`config.mk`:
```
export PLATFORM = sky130hd
export DESIGN_NAME = hough_frame_loader
export DESIGN_NICKNAME = d
export VERILOG_FILES = /design/src/rtl/hough_pkg.sv /design/src/rtl/hough_raster_counter.sv /design/src/rtl/hough_frame_loader.sv
export SDC_FILE = /design/constraint.sdc
export NUM_CORES = 1
export LEC_CHECK = 0
export CORE_ASPECT_RATIO = 1.75
export CORE_UTILIZATION = 35
export DETAILED_ROUTE_END_ITERATION = 8
export HOLD_SLACK_MARGIN = 0.03
export SETUP_SLACK_MARGIN = 0.2
export SKIP_CTS_REPAIR_TIMING = 1
export SLEW_MARGIN = 15
export SYNTH_ARGS = -nofsm -noshare
export SYNTH_HDL_FRONTEND = slang
export SYNTH_SLANG_ARGS = --single-unit
```
`constraint.sdc`:
```
create_clock -name clk -period 4.35 [get_ports clk]
set_input_delay 0.6525 -clock clk [delete_from_list [all_inputs] [get_ports clk]]
set_output_delay 0.6525 -clock clk [all_outputs]
set_load 0.05 [all_outputs]
```
`src/rtl/hough_pkg.sv`:
```
// Shared types and width helpers for the Hough frame loader.
// Holds the loader state enum and parameter defaults.
package hough_pkg;

  typedef enum logic [2:0] {
    S_IDLE,
    S_LOAD,
    S_FLUSH,
    S_LAUNCH,
    S_WAIT
  } loader_state_t;

  localparam int DEF_PIX_W      = 8;
  localparam int DEF_DIM_W      = 9;
  localparam int DEF_NUM_BANKS  = 1;
  localparam int DEF_MAX_PIXELS = 131072;

  function automatic int addr_w(
    input int max_pixels,
    input int banks
  );
    return $clog2(max_pixels / banks);
  endfunction

  function automatic int idx_w(
    input int max_pixels
  );
    return (max_pixels <= 2) ? 1
         : $clog2(max_pixels);
  endfunction

  function automatic int bank_w(
    input int banks
  );
    return $clog2(banks);
  endfunction

endpackage

```
`src/rtl/hough_raster_counter.sv`:
```
// Raster-order pixel counter: col wraps at width-1, row steps on wrap.
// Ports: clk/rst, clr_i, en_i, width_i/height_i, idx_o (raster index), last_o.
module hough_raster_counter
  import hough_pkg::*;
#(
  parameter int DIM_W = DEF_DIM_W,
  parameter int IDX_W = 17
) (
  input  logic             clk,
  input  logic             rst,
  input  logic             clr_i,
  input  logic             en_i,
  input  logic [DIM_W-1:0] width_i,
  input  logic [DIM_W-1:0] height_i,
  output logic [IDX_W-1:0] idx_o,
  output logic             last_o
);

  localparam logic [DIM_W-1:0] ONE = DIM_W'(1);

  logic [DIM_W-1:0] col_q, col_d;
  logic [DIM_W-1:0] row_q, row_d;
  logic [IDX_W-1:0] idx_q, idx_d;
  logic             col_end;
  logic             row_end;

  assign col_end = (col_q == (width_i - ONE));
  assign row_end = (row_q == (height_i - ONE));
  assign last_o  = col_end && row_end;
  assign idx_o   = idx_q;

  always_comb begin
    col_d = col_q;
    row_d = row_q;
    idx_d = idx_q;
    if (clr_i) begin
      col_d = '0;
      row_d = '0;
      idx_d = '0;
    end else if (en_i) begin
      idx_d = idx_q + IDX_W'(1);
      if (col_end) begin
        col_d = '0;
        row_d = row_q + ONE;
      end else begin
        col_d = col_q + ONE;
      end
    end
  end

  always_ff @(posedge clk or negedge rst) begin
    if (!rst) begin
      col_q <= '0;
      row_q <= '0;
      idx_q <= '0;
    end else begin
      col_q <= col_d;
      row_q <= row_d;
      idx_q <= idx_d;
    end
  end

endmodule

```
`src/rtl/hough_frame_loader.sv`:
```
// Hough front end: latches frame config, loads pixels into interleaved banks,
// then pulses core start and waits for core ready. Ports: config, stream, BRAM, core.
module hough_frame_loader
  import hough_pkg::*;
#(
  parameter  int PIX_W      = DEF_PIX_W,
  parameter  int DIM_W      = DEF_DIM_W,
  parameter  int NUM_BANKS  = DEF_NUM_BANKS,
  parameter  int MAX_PIXELS = DEF_MAX_PIXELS,
  localparam int ADDR_W     = addr_w(MAX_PIXELS, NUM_BANKS)
) (
  input  logic                 clk,
  input  logic                 rst,
  input  logic [DIM_W-1:0]     width_i,
  input  logic [DIM_W-1:0]     height_i,
  input  logic [7:0]           threshold_i,
  input  logic                 frame_start_i,
  input  logic                 abort_i,
  input  logic                 s_valid_i,
  input  logic [PIX_W-1:0]     s_data_i,
  output logic                 s_ready_o,
  output logic [ADDR_W-1:0]    bram_addr_o,
  output logic [PIX_W-1:0]     bram_data_o,
  output logic [NUM_BANKS-1:0] bram_we_o,
  output logic [7:0]           threshold_o,
  output logic                 core_start_o,
  input  logic                 core_ready_i,
  output logic                 busy_o,
  output logic                 done_o,
  output logic                 err_o
);

  localparam int IDX_W  = idx_w(MAX_PIXELS);
  localparam int BANK_W = bank_w(NUM_BANKS);

  loader_state_t state_q, state_d;

  logic [DIM_W-1:0]     width_q, width_d;
  logic [DIM_W-1:0]     height_q, height_d;
  logic [7:0]           thr_q, thr_d;
  logic [NUM_BANKS-1:0] we_q, we_d;
  logic [ADDR_W-1:0]    addr_q, addr_d;
  logic [PIX_W-1:0]     data_q, data_d;
  logic                 start_q, start_d;
  logic                 done_q, done_d;
  logic                 err_q, err_d;

  logic [2*DIM_W-1:0]   area;
  logic                 cfg_bad;
  logic                 accept;
  logic                 take;
  logic                 cnt_clr;
  logic [IDX_W-1:0]     idx;
  logic [IDX_W-1:0]     bank_sel;
  logic                 last_pix;

  assign area = {{DIM_W{1'b0}}, width_i}
              * {{DIM_W{1'b0}}, height_i};

  assign cfg_bad = (width_i == '0)
                || (height_i == '0)
                || (64'(area) > 64'(MAX_PIXELS));

  assign s_ready_o = (state_q == S_LOAD);
  assign accept    = s_ready_o && s_valid_i;
  // an aborted beat is handshaken but never written
  assign take      = accept && !abort_i;
  assign cnt_clr   = (state_q == S_IDLE)
                  && frame_start_i && !abort_i;
  assign bank_sel  = idx & IDX_W'(NUM_BANKS - 1);

  hough_raster_counter #(
    .DIM_W (DIM_W),
    .IDX_W (IDX_W)
  ) u_cnt (
    .clk      (clk),
    .rst      (rst),
    .clr_i    (cnt_clr),
    .en_i     (take),
    .width_i  (width_q),
    .height_i (height_q),
    .idx_o    (idx),
    .last_o   (last_pix)
  );

  always_comb begin
    state_d  = state_q;
    width_d  = width_q;
    height_d = height_q;
    thr_d    = thr_q;
    we_d     = '0;
    addr_d   = addr_q;
    data_d   = data_q;
    start_d  = 1'b0;
    done_d   = 1'b0;
    err_d    = 1'b0;
    unique case (state_q)
      S_IDLE: begin
        if (frame_start_i && !abort_i) begin
          width_d  = width_i;
          height_d = height_i;
          if (cfg_bad) begin
            err_d = 1'b1;
          end else begin
            thr_d   = threshold_i;
            state_d = S_LOAD;
          end
        end
      end
      S_LOAD: begin
        if (abort_i) begin
          state_d = S_IDLE;
        end else if (accept) begin
          we_d   = NUM_BANKS'(1) << bank_sel;
          addr_d = ADDR_W'(idx >> BANK_W);
          data_d = s_data_i;
          if (last_pix) state_d = S_FLUSH;
        end
      end
      S_FLUSH: begin
        if (abort_i) begin
          state_d = S_IDLE;
        end else begin
          start_d = 1'b1;
          state_d = S_LAUNCH;
        end
      end
      S_LAUNCH: begin
        state_d = abort_i ? S_IDLE : S_WAIT;
      end
      S_WAIT: begin
        if (abort_i) begin
          state_d = S_IDLE;
        end else if (core_ready_i) begin
          done_d  = 1'b1;
          state_d = S_IDLE;
        end
      end
      default: state_d = S_IDLE;
    endcase
  end

  always_ff @(posedge clk or negedge rst) begin
    if (!rst) begin
      state_q  <= S_IDLE;
      width_q  <= '0;
      height_q <= '0;
      thr_q    <= '0;
      we_q     <= '0;
      addr_q   <= '0;
      data_q   <= '0;
      start_q  <= 1'b0;
      done_q   <= 1'b0;
      err_q    <= 1'b0;
    end else begin
      state_q  <= state_d;
      width_q  <= width_d;
      height_q <= height_d;
      thr_q    <= thr_d;
      we_q     <= we_d;
      addr_q   <= addr_d;
      data_q   <= data_d;
      start_q  <= start_d;
      done_q   <= done_d;
      err_q    <= err_d;
    end
  end

  assign bram_we_o    = we_q;
  assign bram_addr_o  = addr_q;
  assign bram_data_o  = data_q;
  assign threshold_o  = thr_q;
  assign core_start_o = start_q;
  assign done_o       = done_q;
  assign err_o        = err_q;
  assign busy_o       = (state_q != S_IDLE);

endmodule

```
==> flow_results.org <==
** Run status
- Status :: complete, but fails checks
- Violations in the final reports :: negative setup slack

** STA
- Once routing completed, OpenROAD measured the worst setup slack at -544 ps.
- In the finished design, the share of the clock period the worst path needs comes to 1.13.
- The worst path in the final design needs a cycle of slightly below 5000 ps, including I/O delays and setup.
- Post-route worst hold slack :: between 400 and 500 ps
- Clock tree skew after final layout :: 8.16 ps
- The number of hold violations in the final report was 0.
- Timing would allow up to roughly 0.20 GHz.
- Setup repair after global routing could not meet its margin everywhere.
- The max-slew violation total from the final report is 0.
- Rel. slew slack :: 0.382
- Slew at the pin closest to its max-slew limit :: a little over 900 ps
- Setup violations remaining at the end of the flow were counted as 10.

** Final layout
- Fraction of final layout cells sized beyond drive strength 1 :: 0.213
- Most common cell after layout, fill and taps aside :: nand2_1
- Area Growth Syn to Fin :: 29.3%
- Final Net Count :: approximately 1100
- Commonest cells after routing, fill and taps aside :: 172 x nand2_1, 93 x dfrtp_1, 82 x inv_1
- After filler insertion, the fill cell instance count of the layout stands at around 2100.
- Diodes inserted :: 0

** Drt
- Via count :: approximately 6300
- After detailed routing, the number of remaining DRC violations is 0.
- The detailed router finished its first iteration with 282 violations.
- The count of nets left with antenna violations once routing finished came out at 0.
- Routed length per placed instance :: 15.5 um
- Total Wirelength :: around 20000 um
- Using the TritonRoute via totals, the vias-per-cell ratio works out to approximately 5.0.
- The first TritonRoute pass finished after 5 iterations.

** Yosys
- Post-synthesis sequential element count :: between 90 and 100
- Mapped Area :: around 7600 um^2
- Counting every net in the synthesized netlist gives ~1000.
- Yosys mapped a number of flops with a built-in enable equal to 0.
- The cell count after synthesis came out at 866.
- After synthesis, the share of flip-flops with an asynchronous set or reset is 1.00.
- Of all cell types, the one taking the most synthesized area is dfrtp_1.
- The number of different library cells used by synthesis comes to 74.
- A synthesized cell averages approximately 8.8 um^2.
- Leading register cell type out of synthesis :: dfrtp_1
- Of the post-synthesis cell area, the dominant cell type holds 0.305.
- Yosys warning count :: 0
- Sorting the synthesized cells by area gives the leading types as dfrtp_1 31%, fa_1 13%, nand2_1 9.0%.
- The share of the Yosys chip area taken by registers is 0.305.

** Worst setup path
- Buffer and inverter count on the worst path :: 6
- Element type at the critical path start :: primary input
- STA classifies the critical path endpoint as a flop.
- Along the worst path, the maximum fanout reaches 8.
- Category of the critical setup timing path :: primary input to flop
- At the worst endpoint, the required time is between 4000 and 5000 ps.
- Top delay family on crit path :: adder cells
- Data arrival time of the critical path :: just over 5000 ps
- Traced cell by cell, the critical path runs through buf_8 > nand2_2 > fa_1 > inv_1 > fa_1 > ha_1 > inv_1 > fa_1 > inv_2 > fa_1 > or2_1 > a2111oi_2 > and4b_1 > nand4_1 > nor4_4 > buf_4 > and3_4 > buf_12 > o32ai_4.
- Setup slack on the worst reg-to-reg path comes out at about 1200 ps.
- CP max stage cell :: fa_1
- On the worst path, the slowest cell contributes a delay of between 500 and 600 ps.
- Counting stages on the worst path, the most repeated cell is fa_1.

** Global route
- After global routing the overflow that remains totals 0.
- Global-route total usage across every layer :: 0.188
- Entering global routing, the biggest net connects 73 pins.
- The first global-routing pass estimated between 30000 and 40000 um of wire.
- Number of antenna violations at the first check in global routing :: 0
- Via count of the first global-routing pass :: between 6000 and 7000

** Clock network
- Num CTS Buffers :: 9
- Worst-Skew Late Latency :: between 300 and 400 ps
- Clock Sinks :: slightly above 90
- Clock root cell :: clkbuf_16
- Clock input transition at the sequential cells of the worst setup and hold paths :: 70 ps
- In this run the number of H-tree levels came out at 3.
- TritonCTS clock tree :: built
- Maximum number of buffers from clock root to sink :: 2

** Floorplan
- Initial core utilization :: 0.356
- Die X-Extent :: roughly 110 um
- Die height :: 197 um
- CORE AREA :: ~21000 um^2
- In this run the count of I/O pins placed on the die edge is 79.
- The floorplan has 71 rows.
- Floorplan die area :: 22400 um^2

** Power
- Power per standard cell area :: approximately 460 nW/um^2
- The analysis attributes to cell leakage a power of ~0.0047 uW.
- VDD sags by at most 0.218 mV.

** Placement
- Total of buffers placed on input and output ports :: 78
- Worst slack at placement :: -1640 ps
- HPWL after detailed placement :: about 15000 um
- At the end of routability-driven placement, the weighted congestion stood at between 0.8 and 0.9.

** Run
- Max-cap violations in this run came to 0.

** Min path
- The min-delay analysis places its worst path in the category primary input to asynchronous set/reset pin.
## state kept, by name, summed over array words and instances (netlist names)
register,cells
bram_data_o,8
bram_addr_o,17
done_o,1
err_o,1
u_cnt.col_q,9
height_q,9
width_q,9
u_cnt.row_q,9
threshold_o,8
core_start_o,1
state_q,3
u_cnt.idx_o,17
bram_we_o,1
## path summary, 6_finish.rpt
check                               start              to  cells past startpoint
setup / recovery              height_i[0]  threshold_o[7]                     19
hold / removal                        rst  u_cnt.idx_o[0]                      1
setup reg to reg               width_q[0]  u_cnt.row_q[3]                      9
hold reg to reg            bram_addr_o[0]  bram_addr_o[0]                      2
max in group asynchronous             rst      width_q[3]                      2
min in group clk           bram_addr_o[0]  bram_addr_o[0]                      2
## through the flow
stage	util	power, uW	TNS [ps]	area (um^2)	cells
finish	0.461	4550	-5210	9860	1282
global route	0.461	4880	-7060	9860	1282
CTS	0.444	4350	-12430	9510	1273
detailed placement	0.432	3600	-15980	9250	1258
global placement	0.432	3580	-15540	9250	1258
floorplan	-	2750	-6010	7910	866
## cells by family (layout without fill, tap and decap cells)
kind of cell / after synthesis / in the layout / share of synthesized area
mux: 8 / 8 / 0.0107
compound gates: 110 / 110 / 0.110
fa+ha+maj: 93 / 93 / 0.202
xor+xnor: 44 / 44 / 0.0505
buf+inv: 140 / 264 / 0.0727
simple gates: 378 / 378 / 0.250
flops: 93 / 93 / 0.305
## power by group
group | switching, uW | internal (uW)
clock network | 345 | 384
logic | 1490 | 1260
registers | 105 | 963
total | 1940 | 2610
## metal layers
| metal | share of wire | global-route usage | up-vias | routed length (um) |
|---|---|---|---|---|
| li1 | - | - | 3108 | - |
| met1 | 0.36 | 0.187 | 3093 | 7050 |
| met2 | 0.59 | 0.372 | 100 | 11700 |
| met3 | 0.015 | 0.0172 | 45 | 289 |
| met4 | 0.040 | 0.103 | 0 | 790 |
| met5 | 0 | 0 | - | 0 |
## worst reg2reg max path, cell delays in order, from the launching register on
cell,delay (ps)
dfrtp_1,440
inv_1,100
ha_1,230
nor3b_4,440
a21oi_1,130
or4_4,440
a221oi_2,340
nand4_2,390
or4_1,570
nand2_1,70
## layout make-up
cell class	count	area, um^2	share of cell area
clock buffer	9	225	0.0228
clock inverter	6	40.0	0.00406
inverter	92	348	0.0353
multi-input combinational	633	5120	0.519
sequential	93	2330	0.236
tap	292	365	0.0370
timing repair buffer	157	1440	0.146
## cell usage after synthesis, drive strengths merged, types with 2 or more instances
master	number
inv	92
nor2	32
a32oi	2
o21bai	2
a21o	5
o21ai	28
o32ai	8
or4	8
o211ai	5
nand4	9
nor3b	10
and3	13
or2	2
xor2	21
o41ai	3
buf	10
xnor2	23
mux2i	7
ha	43
and2	49
clkbuf	38
nor4	13
o31ai	3
nand2	183
nand3	18
a221oi	3
a22o	5
a2111oi	3
dfrtp	93
nand2b	4
a21boi	2
nor3	13
or3	10
o22a	2
fa	50
o311ai	4
a31oi	5
nor2b	7
a41oi	3
a21oi	16
o21a	4
(Power assumes the default switching activity.)
